$ cat config.mk
export PLATFORM = sky130hd
export DESIGN_NAME = instr_byte_fetch
export DESIGN_NICKNAME = d
export VERILOG_FILES = /design/src/rtl/instr_byte_fetch.sv
export SDC_FILE = /design/constraint.sdc
export NUM_CORES = 1
export LEC_CHECK = 0
export CORE_AREA = 5 5 133 135
export CTS_BUF_LIST = sky130_fd_sc_hd__clkbuf_4
export DETAILED_ROUTE_END_ITERATION = 10
export DIE_AREA = 0 0 138 140
export SETUP_SLACK_MARGIN = 0.05
export SYNTH_ARGS = -nofsm -noshare
export SYNTH_HDL_FRONTEND = slang
export SYNTH_SLANG_ARGS = --single-unit
$ cat constraint.sdc
create_clock -name clk -period 3 [get_ports clk]
set_input_delay 0.9 -clock clk [delete_from_list [all_inputs] [get_ports clk]]
set_output_delay 0.9 -clock clk [all_outputs]
set_load 0.05 [all_outputs]
$ cat src/rtl/instr_byte_fetch.sv
// instr_byte_fetch: walks a program counter through memory one byte at a time,
// keeps up to DEPTH reads in flight, buffers in-order responses with their fetch
// address, and hands them to the frontend. A redirect restarts fetch at a new PC
// and marks every read already in flight as stale so its data is discarded.
module instr_byte_fetch #(
   parameter int unsigned DEPTH    = 4,
   parameter logic [15:0] RESET_PC = 16'h0200
) (
   input  logic        clk,
   input  logic        rst,
   input  logic        redirect,
   input  logic [15:0] redirect_pc,
   output logic        mem_req_valid,
   input  logic        mem_req_ready,
   output logic [15:0] mem_req_addr,
   input  logic        mem_resp_valid,
   input  logic [7:0]  mem_resp_data,
   output logic [7:0]  instr,
   output logic [15:0] instr_pc,
   output logic        instr_valid,
   input  logic        instr_ready
);

   localparam int unsigned PW = $clog2(DEPTH);
   localparam int unsigned CW = PW + 1;
   localparam logic [CW:0] DEPTH_C = (CW+1)'(DEPTH);

   logic [15:0]   pc_q, pc_d;
   logic [CW-1:0] count_q, count_d;
   logic [CW-1:0] outstanding_q, outstanding_d;
   logic [CW-1:0] stale_q, stale_d;
   logic [PW-1:0] wr_ptr_q, wr_ptr_d;
   logic [PW-1:0] rd_ptr_q, rd_ptr_d;
   logic          hold_q, hold_d;
   logic [15:0]   fifo_addr_q [DEPTH];
   logic [15:0]   fifo_addr_d [DEPTH];
   logic [7:0]    fifo_data_q [DEPTH];
   logic [7:0]    fifo_data_d [DEPTH];

   logic [CW:0]   credit_used;
   logic          req_hs;
   logic          resp_ok;
   logic          push;
   logic          pop;
   logic [15:0]   push_addr;

   // Outputs: credit-limited request, FIFO head presented unless a redirect is in progress
   always_comb begin
      credit_used   = {1'b0, count_q} + {1'b0, outstanding_q};
      mem_req_valid = ~hold_q & (credit_used < DEPTH_C);
      mem_req_addr  = pc_q;
      instr_valid   = (count_q != '0) & ~redirect;
      instr         = fifo_data_q[rd_ptr_q];
      instr_pc      = fifo_addr_q[rd_ptr_q];
   end

   // Next state: PC advance, in-flight/stale bookkeeping, FIFO push/pop, redirect flush
   always_comb begin
      req_hs  = mem_req_valid & mem_req_ready;
      resp_ok = mem_resp_valid & (outstanding_q != '0);
      push    = resp_ok & (stale_q == '0) & ~redirect;
      pop     = instr_valid & instr_ready;
      // When nothing stale remains, every in-flight read came from consecutive PCs
      // ending at pc_q-1, so the oldest one was issued at pc_q - outstanding_q.
      push_addr = pc_q - 16'(outstanding_q);

      pc_d          = req_hs ? pc_q + 16'd1 : pc_q;
      outstanding_d = outstanding_q + CW'(req_hs) - CW'(resp_ok);
      stale_d       = stale_q - CW'(resp_ok & (stale_q != '0));
      count_d       = count_q + CW'(push) - CW'(pop);
      wr_ptr_d      = push ? wr_ptr_q + PW'(1) : wr_ptr_q;
      rd_ptr_d      = pop ? rd_ptr_q + PW'(1) : rd_ptr_q;
      hold_d        = 1'b0;

      fifo_addr_d = fifo_addr_q;
      fifo_data_d = fifo_data_q;
      if (push) begin
         fifo_addr_d[wr_ptr_q] = push_addr;
         fifo_data_d[wr_ptr_q] = mem_resp_data;
      end

      // Everything still in flight after this cycle's traffic belongs to the old stream.
      if (redirect) begin
         pc_d     = redirect_pc;
         count_d  = '0;
         wr_ptr_d = '0;
         rd_ptr_d = '0;
         stale_d  = outstanding_d;
      end
   end

   // Control state register with synchronous reset
   always_ff @(posedge clk) begin
      if (rst) begin
         pc_q          <= RESET_PC;
         count_q       <= '0;
         outstanding_q <= '0;
         stale_q       <= '0;
         wr_ptr_q      <= '0;
         rd_ptr_q      <= '0;
         hold_q        <= 1'b1;
      end else begin
         pc_q          <= pc_d;
         count_q       <= count_d;
         outstanding_q <= outstanding_d;
         stale_q       <= stale_d;
         wr_ptr_q      <= wr_ptr_d;
         rd_ptr_q      <= rd_ptr_d;
         hold_q        <= hold_d;
      end
   end

   // FIFO storage; contents are meaningless while count is zero, so no reset
   always_ff @(posedge clk) begin
      fifo_addr_q <= fifo_addr_d;
      fifo_data_q <= fifo_data_d;
   end

   // A response with nothing in flight is a memory protocol error
   always_ff @(posedge clk) begin
      if (!rst) begin
         assert (!(mem_resp_valid && (outstanding_q == '0)))
            else $error("instr_byte_fetch: response with no read outstanding");
      end
   end

endmodule

==> Word level (Yosys, flattened, before mapping) <==
Cells that the tools add are included.
{ "op_classes": {"n_lt_le_gt_ge": 4, "n_addsub": 10, "div": 0, "n_eq_ne": 0, "multipliers": 0, "n_mux": 16, "n_reduce_logical": 7, "n_bitwise": 12, "n_shift": 0} }
{ "ops": {"columns": ["operator", "count"], "rows": [
  ["two-way mux 16 bit", 5],
  ["bitwise mux 64 bit", 1],
  ["binary-select mux 16 bit (select 2 bit)", 1],
  ["bitwise mux 32 bit", 1],
  ["demux 16 bit (select 2 bit)", 1],
  ["two-way mux 8 bit", 3],
  ["adder 16 x 1 -> 16 bit, second input constant", 1],
  ["binary-select mux 8 bit (select 2 bit)", 1],
  ["demux 8 bit (select 2 bit)", 1],
  ["subtractor 16 x 3 -> 16 bit", 1],
  ["nonzero test 3 bit", 3],
  ["subtractor 3 x 1 -> 3 bit", 3],
  ["AND 1 bit", 8],
  ["adder 3 x 1 -> 3 bit", 2],
  [">= comparator 3 bit, second input constant", 2],
  ["inverter 2 -> 3 bit", 2],
  ["adder 2 x 1 -> 2 bit, second input constant", 2],
  ["adder 3 x 3 -> 4 bit", 1],
  ["less-than comparator 4 x 3 -> 1 bit, second input constant", 1],
  ["logical NOT 3 bit", 1],
  ["less-than comparator 3 x 1 -> 1 bit, second input constant", 1],
  ["two-way mux 3 bit", 1],
  ["inverter 1 bit", 2],
  ["nonzero test 2 bit", 1],
  ["other kinds (3)", 3]
]} }
{ "word_totals": {"romBits": 0, "wordCells": 64, "reg_bits": 126, "input_bits": 30, "mem_bits_rw": 0, "output_inout_bits": 42, "n_memories": 0, "latch_bits": 0} }

==> Depth between registers and ports, before layout <==
{ "logic_depth": {"depth_word": 7, "mapped_depth": 11} }

==> Worst setup path after synthesis <==
OpenSTA, ideal clock, no wires.
{ "synth_path": {"path_type": "in2reg", "from": "input port redirect", "to": "register count_q[2]", "path_stages": 10, "n_path_buf": 1, "arrival_ps": 2852, "required_ps": 2883, "slack_ps": 31, "setup_time_ps": 117, "path_cell_list": "clkbuf_1 > nor3_1 > inv_1 > ha_1 > inv_1 > ha_1 > fa_1 > xnor2_1 > xnor2_1 > nor2_1"} }
{ "synth_via": {"elab_chain_len": 4} }
{ "synth_lines": {"columns": ["item", "line_no", "text"], "rows": [
  ["start: declaration", "11", "input logic redirect,"],
  ["inverter 1 bit", "52, 61", null],
  ["AND 1 bit, on equally long branches", "61, 52", null],
  ["adder 3 x 1 -> 3 bit / AND 1 bit (equally long branches)", "70, 62", null],
  ["subtractor 3 x 1 -> 3 bit", "70", "count_d = count_q + CW'(push) - CW'(pop);"],
  ["end signal: assignment", "104", "count_q <= count_d;"],
  ["end: declaration", "29", "logic [CW-1:0] count_q, count_d;"]
]} }
Parallel ways exist; a longest one is shown, timed or not.
A chain may end at the register's enable or synchronous reset.

==> Worst setup path after layout <==
{ "layout_path": {"from": "input port redirect", "to": "output port instr_valid"} }
{ "layout_via": {"elab_chain_len": 2} }
{ "layout_lines": {"columns": ["item", "line_no", "text"], "rows": [
  ["inverter 1 bit", "52", "instr_valid = (count_q != '0) & ~redirect;"],
  ["AND 1 bit", "52", null],
  ["end: declaration", "20", "output logic instr_valid,"]
]} }
Every way passes these cells.

==> results.md <==
- Commonest non-fill, non-tap cell in the layout: edfxtp_1
- CP Class: in -> out
- Num CTS Buffers: 17
- Syn Inst Count: 393
- Drt wl/cell: 17.01 um
- Critical path arrival: 1960 ps
- Ys Warns: 0
- First-pass GRT wire length: 20.40 mm
- Share of cells above drive strength 1: 0.2364
- Final wirelength: 12.18 mm
- Buf/Inv on CP: 3
- R2R cell count: 11
- Register area share after synthesis: 0.6177
- # IOs: 72
- Clk pin slew, worst setup/hold paths: 100 ps
- Worst setup margin: 143.4 ps
- Via Count: 3,552
- Sequential share of power: 0.477
- Clock tree buffer depth: 2
- Syn Nets: 442
- Std cell rows: 47
- Synthesized cell area: 5639 sq um
- Max_slew headroom: 0.6141
- Dpl ws: -104.1 ps
- Max_cap viols: 0
- Worst-skew pair later-pin latency: 500 ps
- FF-to-FF End: stale_q[2]$_SDFF_PP0_
- Main synth FF type: edfxtp_1
- GRT overflow: 0
- Synth unique cells: 42
- Status: finished clean
- Gr busiest metal: met2
- Post-route core utilization: 0.4460
- Layout Nets: 534
- HPWL Detailed: 8.511 mm
- R2r setup slk: 330 ps
- Switching Fraction: 0.2985
- Least-Margin Pin Slew: 577.9 ps
- Final period utilization: 0.9522
- RR Startpoint: outstanding_q[2]$_SDFF_PP0_
- Vias in the first global route: 3,666
- Hold slack final: 569.4 ps
- CP max-delay cell: clkdlybuf4s50_1
- GRT Total Usage: 0.1337
- Clk_skew: 13.03 ps
- CTS tree: done
- Met1 Use GR: 0.1769
- Ys async rst share: 0
- Met3 Use GR: 0.04772
- Worst Setup EP: instr_valid
- Die span in y: 140 um
- Hold_buf cts: 0
- CP startpoint: redirect
- IO Port Bufs: 71
- Clk pwr share: 0.259
- Total net switching power: 1.349 mW
- First-iteration detailed-routing DRC count: 220
- Combinational power share: 0.264
- CP Launch Type: input port
- Crit path time final: 2857 ps
- P_leak: 2.611 nW
- # setup viols final: 0
- Final Hold Fails: 0
- Root buffer cell: clkbuf_4
- Worst path top cell family by delay: buffers and inverters
- Instance count on the critical path: 4
- WP data required: 2100 ps
- RSZ-0062 raised after global routing: no
- Max frequency: 0.3501 GHz
- Hold Path Class: reg -> reg
- Setup crit end kind: output pin
- Initial antenna violation count: 1
- Pwr dens: 620.1 nW/um^2
- Post-route DRC violation count: 0
- Fillers: 1,487
- DR pass1 iterations: 4
- Number of synthesized flops with an enable pin: 96
- #FFs+latches synth: 126
- DIE AREA: 19,320 sq um
- Syn Area/Cell: 14.35 sq um
- Routability Congestion: 0.8135
- Hold depth: 2
- DR vias/cell: 4.961
- CP peak stage delay: 570 ps
- Initial core utilization: 0.3449
- Cell-internal power: 3.172 mW
- Crit Path Max Fanout: 25
- Core Region: 16,350 sq um
- Grt met2 use: 0.2125
- Htree depth: 4
- Worst path cell trace: clkdlybuf4s50_1 -> buf_6 -> nor2_2 -> buf_12
- Most frequent cells in the layout: edfxtp_1, clkdlybuf4s50_1, dfxtp_1, buf_4, nor2_1
- Die width: 138 um
- Area grow syn2layout: 29.29%
- TritonCTS sink count: 126
- DRT antenna net count: 0
- Peak supply drop: 346.3 uV
- Final slew viol count: 0
- Largest net degree at the start of global routing: 26
==> Yosys cell counts, types with 2 or more instances <==
cell type | n | area (sq um)
ha_1 | 16 | 200.2
buf_6 | 2 | 22.52
buf_2 | 2 | 10.01
inv_1 | 20 | 75.07
xnor2_1 | 15 | 131.4
buf_1 | 5 | 18.77
edfxtp_1 | 96 | 2883
o211a_1 | 3 | 30.03
clkbuf_1 | 16 | 60.06
mux4_2 | 24 | 540.5
o21ai_0 | 3 | 15.01
and3_1 | 6 | 37.54
nor2b_1 | 6 | 37.54
dfxtp_1 | 30 | 600.6
and2_1 | 7 | 43.79
or4_1 | 3 | 22.52
nand3_1 | 6 | 30.03
or4_4 | 2 | 22.52
or3_1 | 5 | 31.28
o211ai_1 | 5 | 37.54
nor3_1 | 13 | 65.06
nor4_1 | 11 | 68.82
fa_1 | 3 | 60.06
nand2_1 | 15 | 56.30
nand4_1 | 6 | 37.54
a211oi_1 | 7 | 52.55
nor2_1 | 28 | 105.1
a21oi_1 | 3 | 15.01
xor2_1 | 11 | 96.34
mux2i_1 | 11 | 110.1
o31ai_1 | 2 | 15.01
==> kinds of logic after synthesis <==
logic type | after synthesis | synth area share
multiplexers | 35 | 0.1154
buffers and inverters | 45 | 0.03306
adder cells (fa/ha/maj) | 19 | 0.04615
AND/OR/NAND/NOR | 114 | 0.1096
AO/OA/AOI/OAI | 28 | 0.03772
XOR/XNOR | 26 | 0.04038
flip-flops | 126 | 0.6177
==> worst reg2reg max path: stages, from the launching register on <==
cell and delay [ps]:
dfxtp_4 380, ha_4 210, nor4_1 460, nand3_1 210
ha_1 310, inv_1 60, ha_1 130, inv_1 50
fa_1 390, xnor2_1 140, nor2_1 120, a2bb2oi_1 160
==> per-stage QoR <==
stage | power (mW) | cells | TNS (ps) | area (sq um)
5_1_grt | 4.793 | 716 | 0 | 7291
4_1_cts | 4.560 | 711 | 0 | 7222
3_3_place_gp | 3.326 | 682 | -39.21 | 6928
6_report | 4.521 | 716 | 0 | 7291
3_5_place_dp | 3.373 | 682 | -127.2 | 6928
2_1_floorplan | 2.906 | 393 | 0 | 5644
==> area by class of cell <==
type | count | area [sq um] | share of cell area
Inverter | 20 | 75.07 | 0.01030
Timing Repair Buffer | 98 | 1170 | 0.1605
Clock buffer | 18 | 135.1 | 0.01853
Antenna cell | 1 | 2.502 | 0.0003432
Tap cell | 220 | 275.3 | 0.03776
Clock inverter | 11 | 146.4 | 0.02008
Sequential cell | 126 | 3490 | 0.4786
Multi-Input combinational cell | 222 | 1997 | 0.2739
==> power groups by stage <==
stage | combinational, mW | sequential, mW | clock (mW)
detailed placement | 1.18 | 2.19 | 0
global route | 1.32 | 2.17 | 1.31
global placement | 1.14 | 2.19 | 0
finish | 1.19 | 2.16 | 1.17
CTS | 1.19 | 2.16 | 1.22
floorplan | 0.672 | 2.23 | 0
==> layer usage <==
layer	routed length (um)	part of all wire
met1	5604	0.46
met2	5846	0.48
met3	663	0.054
met4	63	0.0052
met5	0	0
==> flip-flops by register name, indices dropped and copies added, names as in the netlist <==
signal and flops:
fifo_addr_q 64, fifo_data_q 32, mem_req_addr 16, count_q 3
outstanding_q 3, stale_q 3, rd_ptr_q 2, wr_ptr_q 2
hold_q 1
==> worst min path at each step <==
stage | from | slack, ps | endpoint
2_1_floorplan | wr_ptr_q[1]$_SDFFE_PP0P_ | 510 | wr_ptr_q[1]$_SDFFE_PP0P_
3_3_place_gp | wr_ptr_q[1]$_SDFFE_PP0P_ | 530 | wr_ptr_q[1]$_SDFFE_PP0P_
3_5_place_dp | stale_q[2]$_SDFF_PP0_ | 560 | stale_q[2]$_SDFF_PP0_
4_1_cts | stale_q[2]$_SDFF_PP0_ | 580 | stale_q[2]$_SDFF_PP0_
5_1_grt | wr_ptr_q[1]$_SDFFE_PP0P_ | 630 | wr_ptr_q[1]$_SDFFE_PP0P_
6_report | stale_q[2]$_SDFF_PP0_ | 570 | stale_q[2]$_SDFF_PP0_
==> repair_timing <==
item / CTS / global route
gates cloned: 0 / 0
pin swaps: 1 / 2
setup endpoints to repair: 13 / 11
buffers inserted: 0 / 4
gates resized for setup: 4 / 10
Note: power is estimated with default switching activity, not from simulation.
